## config.mk

```make
export PLATFORM = sky130hd
export DESIGN_NAME = filter_channel_scheduler
export DESIGN_NICKNAME = d
export VERILOG_FILES = /design/src/rtl/filter_sched_pkg.sv /design/src/rtl/filter_channel_scheduler_arbiter.sv /design/src/rtl/filter_channel_scheduler.sv
export SDC_FILE = /design/constraint.sdc
export NUM_CORES = 1
export LEC_CHECK = 0
export ABC_AREA = 0
export CAP_MARGIN = 10
export CORE_MARGIN = 2
export CORE_UTILIZATION = 55
export DETAILED_ROUTE_END_ITERATION = 10
export GPL_TIMING_DRIVEN = 1
export PLACE_DENSITY_LB_ADDON = 0.25
export SYNTH_ARGS = -nofsm -noshare
export SYNTH_HDL_FRONTEND = slang
export SYNTH_SLANG_ARGS = --single-unit
```

## constraint.sdc

```tcl
create_clock -name clk -period 4.9 [get_ports clk]
set_clock_uncertainty 0.2 [all_clocks]
set_input_delay 0.98 -clock clk [delete_from_list [all_inputs] [get_ports clk]]
set_output_delay 0.98 -clock clk [all_outputs]
set_load 0.01 [all_outputs]
```

## src/rtl/filter_sched_pkg.sv

```systemverilog
// Shared definitions for the biquad channel scheduler: FSM encoding, slot length
// default and a one-hot to index helper.
package filter_sched_pkg;

  localparam logic [1:0] ST_IDLE = 2'd0;
  localparam logic [1:0] ST_ARB  = 2'd1;
  localparam logic [1:0] ST_RUN  = 2'd2;
  localparam logic [1:0] ST_DONE = 2'd3;

  typedef enum logic [1:0] {
    IDLE = ST_IDLE,
    ARB  = ST_ARB,
    RUN  = ST_RUN,
    DONE = ST_DONE
  } state_t;

  localparam int SLOT_CYCLES_DEFAULT = 7;

  // OR-reduces the positions of set bits; exact for a one-hot or all-zero input.
  function automatic logic [3:0] onehot_to_idx(input logic [15:0] onehot);
    logic [3:0] idx;
    idx = 4'd0;
    for (int i = 0; i < 16; i++) begin
      idx = onehot[i] ? (idx | 4'(i)) : idx;
    end
    return idx;
  endfunction

endpackage

```

## src/rtl/filter_channel_scheduler_arbiter.sv

```systemverilog
// Combinational round-robin picker: first set request after ptr, wrapping at N_CH-1.
module filter_rr_arbiter
  import filter_sched_pkg::*;
#(
  parameter int N_CH = 4,
  parameter int CH_W = 2
) (
  input  logic [N_CH-1:0] req,
  input  logic [CH_W-1:0] ptr,
  output logic [N_CH-1:0] gnt,
  output logic [CH_W-1:0] idx,
  output logic            any
);

  localparam int SW = CH_W + 1;

  logic [SW-1:0] cand_s;

  // Scan channels ptr+1 .. ptr+N_CH (mod N_CH) and take the first request
  always_comb begin
    gnt    = '0;
    any    = 1'b0;
    cand_s = '0;
    for (int i = 1; i <= N_CH; i++) begin
      cand_s = {1'b0, ptr} + SW'(i);
      cand_s = (cand_s >= SW'(N_CH)) ? (cand_s - SW'(N_CH)) : cand_s;
      if (!any && req[cand_s[CH_W-1:0]]) begin
        any                     = 1'b1;
        gnt[cand_s[CH_W-1:0]]   = 1'b1;
      end else begin
        any = any;
      end
    end
    idx = CH_W'(onehot_to_idx(16'(gnt)));
  end

endmodule

```

## src/rtl/filter_channel_scheduler.sv

```systemverilog
// Time-multiplexes one 7-step biquad engine over N_CH channels, one slot per sample.
// Optional FILTER_SCHED_PRIORITY_EN: channel 0 pre-empts the round-robin rotation.
module filter_channel_scheduler
  import filter_sched_pkg::*;
#(
  parameter int N_CH        = 4,
  parameter int CH_W        = 2,
  parameter int SLOT_CYCLES = SLOT_CYCLES_DEFAULT
) (
  input  logic            clk,
  input  logic            reset,
  input  logic            enable,
  input  logic [N_CH-1:0] sample_valid,
  input  logic            overrun_clr,
  output logic [N_CH-1:0] grant,
  output logic [CH_W-1:0] ch_sel,
  output logic            engine_reset,
  output logic            engine_enable,
  output logic            out_valid,
  output logic [CH_W-1:0] out_ch,
  output logic            busy,
  output logic [N_CH-1:0] overrun
);

  localparam int              SW        = (SLOT_CYCLES > 1) ? $clog2(SLOT_CYCLES) : 1;
  localparam logic [SW-1:0]   SLOT_LAST = SW'(SLOT_CYCLES - 1);
  localparam logic [N_CH-1:0] CH0_MASK  = {{(N_CH-1){1'b0}}, 1'b1};

  state_t          state_r, state_s;
  logic [SW-1:0]   slot_cnt_r, slot_cnt_s;
  logic [N_CH-1:0] pending_r, pending_s;
  logic [N_CH-1:0] overrun_r, overrun_s;
  logic [N_CH-1:0] grant_r, grant_s;
  logic [CH_W-1:0] last_ch_r, last_ch_s;
  logic [CH_W-1:0] ch_sel_r, ch_sel_s;
  logic [CH_W-1:0] out_ch_r, out_ch_s;
  logic            engine_reset_r, engine_reset_s;
  logic            engine_enable_r, engine_enable_s;
  logic            out_valid_r, out_valid_s;
  logic            busy_r, busy_s;

  logic [N_CH-1:0] arb_req_s, arb_gnt_s, pick_gnt_s;
  logic [CH_W-1:0] arb_idx_s, pick_idx_s;
  logic            arb_any_s, pick_any_s, pick_upd_s;

`ifdef FILTER_SCHED_PRIORITY_EN
  assign arb_req_s = pending_r & ~CH0_MASK;
`else
  assign arb_req_s = pending_r;
`endif

  filter_rr_arbiter #(
    .N_CH (N_CH),
    .CH_W (CH_W)
  ) u_arb (
    .req (arb_req_s),
    .ptr (last_ch_r),
    .gnt (arb_gnt_s),
    .idx (arb_idx_s),
    .any (arb_any_s)
  );

  // Final channel pick; a priority grant of channel 0 leaves the rotation pointer alone
  always_comb begin
`ifdef FILTER_SCHED_PRIORITY_EN
    if (pending_r[0]) begin
      pick_gnt_s = CH0_MASK;
      pick_idx_s = '0;
      pick_any_s = 1'b1;
      pick_upd_s = 1'b0;
    end else begin
      pick_gnt_s = arb_gnt_s;
      pick_idx_s = arb_idx_s;
      pick_any_s = arb_any_s;
      pick_upd_s = 1'b1;
    end
`else
    pick_gnt_s = arb_gnt_s;
    pick_idx_s = arb_idx_s;
    pick_any_s = arb_any_s;
    pick_upd_s = 1'b1;
`endif
  end

  // Sample latching; a strobe on a bit being granted re-arms it without an overrun
  always_comb begin
    pending_s = (pending_r & ~grant_r) | sample_valid;
    overrun_s = (overrun_clr ? '0 : overrun_r) | (sample_valid & pending_r & ~grant_r);
  end

  // Progress only when the current state's action was actually issued (enable may veto it)
  always_comb begin
    state_s    = state_r;
    slot_cnt_s = slot_cnt_r;
    case (state_r)
      IDLE: state_s = (enable && (|pending_r)) ? ARB : IDLE;
      ARB: begin
        state_s    = (|grant_r) ? RUN : ARB;
        slot_cnt_s = (|grant_r) ? '0 : slot_cnt_r;
      end
      RUN: begin
        if (engine_enable_r && (slot_cnt_r == SLOT_LAST)) begin
          state_s = DONE;
        end else if (engine_enable_r) begin
          slot_cnt_s = slot_cnt_r + SW'(1);
        end else begin
          state_s = RUN;
        end
      end
      DONE: begin
        if (out_valid_r) begin
          state_s = (|pending_r) ? ARB : IDLE;
        end else begin
          state_s = DONE;
        end
      end
      default: state_s = IDLE;
    endcase
  end

  // Output values for the next cycle, derived from the next state
  always_comb begin
    grant_s         = '0;
    engine_reset_s  = 1'b0;
    engine_enable_s = 1'b0;
    out_valid_s     = 1'b0;
    ch_sel_s        = ch_sel_r;
    last_ch_s       = last_ch_r;
    out_ch_s        = out_ch_r;
    busy_s          = (state_s != IDLE);
    case (state_s)
      ARB: begin
        if (enable && pick_any_s) begin
          grant_s        = pick_gnt_s;
          engine_reset_s = 1'b1;
          ch_sel_s       = pick_idx_s;
          last_ch_s      = pick_upd_s ? pick_idx_s : last_ch_r;
        end else begin
          grant_s = '0;
        end
      end
      RUN:  engine_enable_s = enable;
      DONE: begin
        out_valid_s = enable;
        out_ch_s    = enable ? ch_sel_r : out_ch_r;
      end
      default: grant_s = '0;
    endcase
  end

  // State and registered outputs
  always_ff @(posedge clk) begin
    if (reset) begin
      state_r         <= IDLE;
      slot_cnt_r      <= '0;
      pending_r       <= '0;
      overrun_r       <= '0;
      grant_r         <= '0;
      last_ch_r       <= CH_W'(N_CH - 1);
      ch_sel_r        <= '0;
      out_ch_r        <= '0;
      engine_reset_r  <= 1'b0;
      engine_enable_r <= 1'b0;
      out_valid_r     <= 1'b0;
      busy_r          <= 1'b0;
    end else begin
      state_r         <= state_s;
      slot_cnt_r      <= slot_cnt_s;
      pending_r       <= pending_s;
      overrun_r       <= overrun_s;
      grant_r         <= grant_s;
      last_ch_r       <= last_ch_s;
      ch_sel_r        <= ch_sel_s;
      out_ch_r        <= out_ch_s;
      engine_reset_r  <= engine_reset_s;
      engine_enable_r <= engine_enable_s;
      out_valid_r     <= out_valid_s;
      busy_r          <= busy_s;
    end
  end

  assign grant         = grant_r;
  assign ch_sel        = ch_sel_r;
  assign engine_reset  = engine_reset_r;
  assign engine_enable = engine_enable_r;
  assign out_valid     = out_valid_r;
  assign out_ch        = out_ch_r;
  assign busy          = busy_r;
  assign overrun       = overrun_r;

endmodule
```

==> qor.txt, run 1 <==
Outcome: finished clean
Final Hold Vio Count: 0
Clock transition at path regs: 130 ps
DP Area: 1710 um2
# IOs: 24
Routed Antenna Nets: 0
DR DRC count: 0
Largest net degree at the start of global routing: 26
Design area: 1740 um2
RSZ-0062 raised after global routing: no
Least-Margin Pin Slew: 909 ps
Initial antenna violation count: 0
Reg-to-Reg Start: last_ch_r[0]
Startpoint Class: input port
Power Total: 0.533 mW
Slew headroom: 39.2%
Crit path DAT: 3190 ps
Max-cap viol count: 0
CP Max Fanout: 10
Cell variety after synth: 37
Final core occ: 69.4%
CTS max path bufs: 2
Inserted Clock Buffers: 3
Vias in the first global route: 1,170
Crit path from: enable
Post-synthesis register bit count: 27
Htree depth: 1
Post-CTS sizing: 0
Placed insts: 203
Cts hold-fix bufs: 0
Core Area: 2500 um2
Reg2Reg Depth: 6
Drt wl/cell: 14.6 um
Post-CTS setup buffer count: 0
R2R setup slack: 1880 ps
Sw Share: 33.6%
Slowest stage cell, crit path: clkdlybuf4s50_1
Final setup TNS: 0 ps
1st-iter DRT viols: 30
Final setup violation count: 0
Post-Syn Instances: 155
# fillers: 208
Vias: 1,211
Internal power: 0.354 mW
Clock root buffer: clkbuf_4
Worst-Skew Late Latency: 320 ps
Starting Density: 58.7%
Die area: 3100 um2
Part of the cycle the worst path needs: 65.3%
Final std cells w/o fill: 207
Total gr overflow: 0
Synth warn: 0
Worst min-delay path class: flip-flop to flip-flop
Diode count: 0
Net Sw Power: 0.179 mW
Row cnt: 18
First-pass iteration count of the detailed router: 4
Die Ht: 55.6 um
Synth-to-Final Area Change: 18.3%
RePlAce Congestion: 0.790
Crit end category: flip-flop
VDD IR max: 0.161 mV
Syn_area_per_cell: 9.46 um2
Commonest non-fill, non-tap cells in the layout: dfxtp_1 (27), nor2_1 (25), clkdlybuf4s50_1 (23)
DP HPWL: 2230 um
Syn Nets: 173
Capture point of the worst reg-to-reg path: ch_sel[0]
Pleak: 0.711 nW
Clock sink count: 27
Per-cell via count in the routed design: 5.85
Die width: 55.6 um
Post-Syn Area: 1470 um2
Setup CP Type: input port to flip-flop
Clk pwr share: 17.5%
Sequence of cells on the critical path: clkdlybuf4s50_1, or3b_2, a2bb2oi_1, o2111ai_2, a221oi_2, a32oi_1
Final min period: 3200 ps
Seq/Total Area, Yosys: 36.9%
Slew Limit Fails: 0
Final WL: 3020 um
Count of input and output buffers: 23
Power Dens Cells: 307 nW/um2
WP data required: 4890 ps
CTS tree: built
Top_reg_cell synth: dfxtp_1
Sequential power share: 49.0%
Worst Setup EP: last_ch_r[1]
Nets: 196
Number of synthesized flops with an enable pin: 0
Gr usage total: 19.8%
Combinational Power Share: 33.5%
Global-route wire length before repair: 5040 um
Max Fclk: 313 MHz
Post-synthesis async set-or-reset flop share: 0%
Layout cells sized above 1: 5.65%
Hold_sp: ch_sel[1]
Slowest Stage Delay on Critical Path: 550 ps
Most common cell after layout, fill and taps aside: dfxtp_1
kinds of logic after synthesis:
family	share of synthesized area, %
and+or+nand+nor	22.8
AOI/OAI and AO/OA	15.5
DFF	36.9
buffers and inverters	3.58
muxes	12.1
adders and majority gates	8.53
xor gates and xnor gates	0.597
synthesized netlist by cell type (2+ instances only):
master / n / area, um2
mux4_2: 2 / 45.0
mux2i_1: 8 / 80.1
o22ai_1: 3 / 18.8
nor2b_1: 8 / 50.1
or4_1: 2 / 15.0
a21oi_1: 6 / 30.0
nand2_1: 10 / 37.5
a32oi_1: 2 / 17.5
o21ai_0: 4 / 20.0
nor3_1: 4 / 20.0
and3b_1: 2 / 17.5
inv_1: 7 / 26.3
clkbuf_1: 4 / 15.0
a221oi_1: 5 / 43.8
ha_1: 10 / 125
a2bb2oi_1: 2 / 17.5
nor2_1: 25 / 93.8
nand3b_1: 2 / 15.0
dfxtp_1: 27 / 541
nand2b_1: 4 / 25.0
mux4_1: 2 / 52.6
power groups by stage:
stage / Clock, mW / Combinational (mW) / Sequential, mW
global route: 0.103 / 0.196 / 0.265
finish: 0.0930 / 0.179 / 0.261
CTS: 0.0960 / 0.177 / 0.260
global placement: 0 / 0.172 / 0.264
floorplan: 0 / 0.135 / 0.258
detailed placement: 0 / 0.177 / 0.265
critical path: cells and delay by family:
family	cells	cell delay, ps
AOI/OAI and AO/OA	4	1180
and+or+nand+nor	1	470
buffers and inverters	1	550
metal layers:
metal / vias to the layer above / track usage (%) / part of all wire [%]
met2: 26 / 34.0 / 48
met1: 580 / 25.0 / 46
li1: 599 / - / -
met5: - / 0 / 0
met3: 6 / 3.02 / 3.4
met4: 0 / 7.32 / 1.6
how the worst min path moves through the flow:
stage / slack [ps] / cells after the start / endpoint
after floorplan: 290 / 2 / slot_cnt_r[1]
after global placement: 270 / 2 / out_ch[1]
after detailed placement: 280 / 2 / ch_sel[1]
after CTS: 300 / 2 / ch_sel[1]
after global routing: 360 / 2 / ch_sel[1]
final: 300 / 2 / ch_sel[1]
per-stage QoR:
| stage | hold slack [ps] | setup WS (ps) |
|---|---|---|
| final | 295 | 1700 |
| after global placement | 274 | 1570 |
| after floorplan | 291 | 2230 |
| after detailed placement | 279 | 1400 |
| after CTS | 299 | 1740 |
| after global routing | 358 | 1510 |
registers in the layout (all words and copies together), names as in the netlist, 2 cells and up:
signal / cells
arb_req_s: 4
grant: 4
overrun: 4
slot_cnt_r: 3
ch_sel: 2
last_ch_r: 2
out_ch: 2
state_r: 2
layout make-up:
class,instances,area (um2),area share (%)
flip-flops and latches,27,541,31.1
clock buffers,3,22.5,1.30
clock inverters,1,5.00,0.288
inverters,7,26.3,1.51
well taps,30,37.5,2.16
multi-input cells,116,873,50.3
repair buffers,23,230,13.3
No activity file was read; power rests on OpenSTA's default activity.
==> inputs of run 2 (changes only) <==
--- a/config.mk
+++ b/config.mk
@@ -8,7 +8,7 @@
 export ABC_AREA = 0
 export CAP_MARGIN = 10
 export CORE_MARGIN = 2
-export CORE_UTILIZATION = 55
+export CORE_UTILIZATION = 52
 export DETAILED_ROUTE_END_ITERATION = 10
 export GPL_TIMING_DRIVEN = 1
 export PLACE_DENSITY_LB_ADDON = 0.25
==> constraint.sdc (replaced) <==
create_clock -name clk -period 3.3 [get_ports clk]
set_clock_uncertainty 0.2 [all_clocks]
set_input_delay 0.66 -clock clk [delete_from_list [all_inputs] [get_ports clk]]
set_output_delay 0.66 -clock clk [all_outputs]
set_load 0.01 [all_outputs]
==> qor.txt, run 2 (synthesis results as in run 1) <==
Global-route wire length before repair: 5550 um (+10%)
Post-CTS setup buffer count: 0 (unchanged)
Drt wl/cell: 15.3 um (+5.1%)
Slew headroom: 62.3% (+23 points)
Row cnt: 19 (+1)
Clock transition at path regs: 150 ps (+20 ps)
Commonest non-fill, non-tap cells in the layout: dfxtp_1 (27), nor2_1 (25), clkdlybuf4s50_1 (23)
Net Sw Power: 0.279 mW (+56%)
Clock root buffer: clkbuf_4
Placed insts: 208 (+2.5%)
Largest net degree at the start of global routing: 18 (-31%)
Layout cells sized above 1: 7.73% (+2.1 points)
Final core occ: 65.3% (-4.1 points)
Die width: 57.1 um (+2.6%)
R2R setup slack: 650 ps (-1230 ps)
Die area: 3260 um2 (+5.4%)
RePlAce Congestion: 0.832 (+5.3%)
Clock sink count: 27 (unchanged)
Sw Share: 34.3% (+0.65 points)
RSZ-0062 raised after global routing: no
VDD IR max: 0.376 mV (+130%)
Cts hold-fix bufs: 0 (unchanged)
First-pass iteration count of the detailed router: 4 (unchanged)
Count of input and output buffers: 23 (unchanged)
Die Ht: 57.1 um (+2.6%)
Slew Limit Fails: 0 (unchanged)
Part of the cycle the worst path needs: 80.4%
Final std cells w/o fill: 212 (+2.4%)
Worst-Skew Late Latency: 330 ps (about the same)
Reg2Reg Depth: 6 (unchanged)
Crit end category: flip-flop
Final Hold Vio Count: 0 (unchanged)
Final setup TNS: 0 ps (unchanged)
Final min period: 2650 ps
Hold endpoint: ch_sel[0]
Diode count: 0 (unchanged)
Hold_sp: ch_sel[0]
Setup CP Type: flip-flop to flip-flop
Per-cell via count in the routed design: 5.89 (+0.62%)
DR DRC count: 0 (unchanged)
Final setup violation count: 0 (unchanged)
Slack of the critical path: 648 ps (-1050 ps)
CP Max Fanout: 10 (unchanged)
Reg-to-Reg Start: last_ch_r[1]
Max-cap viol count: 0 (unchanged)
Routed Antenna Nets: 0 (unchanged)
Nets: 200 (+2.0%)
Combinational Power Share: 36.1% (+2.6 points)
Gr usage total: 21.6% (+1.8 points)
Vias in the first global route: 1,218 (+4.1%)
Capture point of the worst reg-to-reg path: ch_sel[1]
DP Worst Slack: 332 ps (-1060 ps)
CTS tree: built
Least-Margin Pin Slew: 560 ps (-349 ps)
1st-iter DRT viols: 27 (-10%)
Worst min-delay path class: flip-flop to flip-flop
Max Fclk: 377 MHz
Clk pwr share: 18.0% (+0.5 points)
Hold slack: 309 ps (+13.8 ps)
Internal power: 0.536 mW (+51%)
Htree depth: 1 (unchanged)
Synth-to-Final Area Change: 20.6%
CTS max path bufs: 2 (unchanged)
Startpoint Class: flip-flop
Post-CTS sizing: 0 (unchanged)
WP data required: 3350 ps (-1540 ps)
Core Area: 2710 um2 (+8.4%)
Initial antenna violation count: 0 (unchanged)
Inserted Clock Buffers: 3 (unchanged)
Crit path DAT: 2700 ps (-490 ps)
Most common cell after layout, fill and taps aside: dfxtp_1
Design area: 1770 um2 (+1.9%)
DP HPWL: 2430 um (+8.9%)
Outcome: finished clean
Hold Path Cell Cnt: 2 (unchanged)
Final WL: 3250 um (+7.7%)
Power Dens Cells: 461 nW/um2 (+50%)
Sequential power share: 45.9% (-3.1 points)
Total gr overflow: 0 (unchanged)
Pleak: 0.725 nW (+2.0%)
# IOs: 24 (unchanged)
Starting Density: 54.1% (-4.5 points)
Power Total: 0.815 mW (+53%)
DP Area: 1740 um2 (+1.8%)
Vias: 1,248 (+3.1%)
## run 2: worst max path at each step
stage	slack (ps)	startpoint	endpoint
3_5_place_dp	330	enable	ch_sel[1]
5_1_grt	590	last_ch_r[1]	ch_sel[1]
4_1_cts	650	last_ch_r[1]	ch_sel[1]
6_report	650	last_ch_r[1]	ch_sel[1]
2_1_floorplan	660	last_ch_r[1]	ch_sel[0]
3_3_place_gp	460	enable	last_ch_r[0]
## run 2: power by group through the flow
| stage | sequential, mW | combinational, mW | clock, mW |
|---|---|---|---|
| 4_1_cts | 0.374 | 0.294 | 0.149 |
| 3_3_place_gp | 0.378 | 0.285 | 0 |
| 2_1_floorplan | 0.383 | 0.201 | 0 |
| 5_1_grt | 0.378 | 0.321 | 0.167 |
| 3_5_place_dp | 0.381 | 0.291 | 0 |
| 6_report | 0.374 | 0.294 | 0.147 |
## run 2: routing by layer
| layer | global-route usage, % | up-vias | part of all wire, % |
|---|---|---|---|
| met4 | 4.98 | 0 | 0.71 |
| li1 | - | 615 | - |
| met3 | 4.31 | 4 | 4.1 |
| met2 | 38.6 | 26 | 51 |
| met1 | 26.7 | 603 | 44 |
| met5 | 0 | - | 0 |
## run 2: worst max-delay path, stage by stage, from the launching register on
cell and delay (ps):
dfxtp_1 390, inv_1 100, ha_1 410, mux4_2 460, nor4b_4 460, a221oi_1 230
a221oi_1 330
## run 2: layout make-up
type	instances	area, um2
Tap cell	31	38.8
Timing Repair Buffer	27	260
Sequential cell	27	541
Multi-Input combinational cell	116	873
Inverter	7	26.3
Clock inverter	1	7.51
Fill cell	241	941
Clock buffer	3	22.5
==> inputs of run 3 (changes only) <==
==> constraint.sdc (replaced) <==
create_clock -name clk -period 2.65 [get_ports clk]
set_clock_uncertainty 0.2 [all_clocks]
set_input_delay 0.53 -clock clk [delete_from_list [all_inputs] [get_ports clk]]
set_output_delay 0.53 -clock clk [all_outputs]
set_load 0.01 [all_outputs]
==> qor.txt, run 3 (synthesis results as in run 1) <==
Outcome: finished clean
DP HPWL: 2380 um (-2.0%)
DR DRC count: 0 (unchanged)
Pleak: 0.750 nW (+3.4%)
Setup CP Type: flip-flop to flip-flop
Count of input and output buffers: 23 (unchanged)
Met1 wire length: 1380 um (-3.7%)
Most common cell after layout, fill and taps aside: dfxtp_1
Worst-Skew Late Latency: 340 ps (about the same)
Layout cells sized above 1: 10.2% (+2.5 points)
RSZ-0062 raised after global routing: no
Worst min-delay path class: flip-flop to flip-flop
Total gr overflow: 0 (unchanged)
Gr usage total: 20.8% (-0.80 points)
Die area: 3260 um2 (unchanged)
Commonest non-fill, non-tap cells in the layout: dfxtp_1 (27), nor2_1 (25), clkdlybuf4s50_1 (23)
Slew Limit Fails: 0 (unchanged)
Placed insts: 211 (+1.4%)
Htree depth: 1 (unchanged)
CP Max Fanout: 10 (unchanged)
Clock root buffer: clkbuf_4
DR top layer: met4
Nets: 205 (+2.5%)
Crit path DAT: 2490 ps (-210 ps)
Vias in the first global route: 1,188 (-2.5%)
Die Ht: 57.1 um (unchanged)
Per-cell via count in the routed design: 5.78 (-1.8%)
First-pass iteration count of the detailed router: 5 (+1)
Crit end category: flip-flop
Drt wl/cell: 14.8 um (-3.4%)
Max Fclk: 405 MHz (+7.5%)
Part of the cycle the worst path needs: 93.1% (+13 points)
Vias: 1,254 (+0.48%)
Initial antenna violation count: 0 (unchanged)
Max-cap viol count: 0 (unchanged)
Least-Margin Pin Slew: 479 ps (-81.4 ps)
Final std cells w/o fill: 217 (+2.4%)
Starting Density: 54.1% (unchanged)
Power Total: 1.03 mW (+27%)
R2R setup slack: 180 ps (-460 ps)
Global-route wire length before repair: 5380 um (-3.2%)
Startpoint Class: flip-flop
# IOs: 24 (unchanged)
Power Dens Cells: 573 nW/um2 (+24%)
# fillers: 231 (-4.1%)
Synth-to-Final Area Change: 23.2%
Core Area: 2710 um2 (unchanged)
WP data required: 2680 ps (-670 ps)
Final min period: 2470 ps (-185 ps)
Inserted Clock Buffers: 3 (unchanged)
DR WL met3: 179 um (+36%)
1st-iter DRT viols: 35 (+30%)
Final WL: 3220 um (-1.1%)
Row cnt: 19 (unchanged)
Largest net degree at the start of global routing: 17 (-1)
Design area: 1810 um2 (+2.1%)
DP Area: 1760 um2 (+1.3%)
Detail Route met2 WL: 1640 um (-1.1%)
Final Hold Vio Count: 0 (unchanged)
Slew headroom: 68.1% (+5.8 points)
VDD IR max: 0.473 mV (+26%)
Clock transition at path regs: 160 ps (about the same)
RePlAce Congestion: 0.836 (+0.46%)
Diode count: 0 (unchanged)
Die width: 57.1 um (unchanged)
Post-CTS sizing: 0 (unchanged)
CTS max path bufs: 2 (unchanged)
Routed Antenna Nets: 0 (unchanged)
CTS tree: built
Final setup violation count: 0 (unchanged)
Clock sink count: 27 (unchanged)
[run 3: changes by cell type in the layout (fill, tap and decap cells not counted), sizes merged]
cell,previous run,this run
buf,4,9
[run 3: repair_timing]
action                                  CTS  global route
hold buffers                              0             0
setup buffers                             0             2
endpoints found under the setup margin    0             3
[run 3: area by class of cell]
type,count,area [um2],area share [%]
flip-flops and latches,27,541,29.9
multi-input cells,116,873,48.3
repair buffers,32,298,16.5
clock buffers,3,22.5,1.25
well taps,31,38.8,2.15
inverters,7,26.3,1.45
clock inverters,1,7.51,0.416
[run 3: critical path: stages (launching register included)]
cell,delay (ps)
dfxtp_1,370
inv_1,100
ha_1,390
mux4_2,450
a211o_1,320
a221oi_2,360
a32oi_1,150
[run 3: metrics by stage]
stage	utilization, %	hold slack (ps)	worst slack, ps	TNS (ps)
final	66.7	309	183	0
after detailed placement	65.0	290	-17.2	-32.4
after global routing	66.7	332	19.7	0
after CTS	66.1	311	82.7	0
after floorplan	-	291	9.75	0
after global placement	65.0	277	64.1	0
[run 3: final timing paths]
kind	from	cells after the start	to
worst min-delay path	ch_sel[0]	2	ch_sel[0]
worst max register to register	last_ch_r[1]	6	last_ch_r[1]
worst min register to register	ch_sel[0]	2	ch_sel[0]
worst max-delay path	last_ch_r[1]	6	last_ch_r[1]
[run 3: per-layer routing]
metal,up-vias,track usage [%]
met4,0,4.65
met3,2,5.44
met1,592,26.0
li1,619,-
met5,-,0
met2,41,36.0
[run 3: power by group]
group | switching [mW] | internal (mW) | total [mW]
sequential | 0.0271 | 0.436 | 0.463
clock | 0.126 | 0.0578 | 0.184
combinational | 0.201 | 0.187 | 0.387
total | 0.354 | 0.681 | 1.03
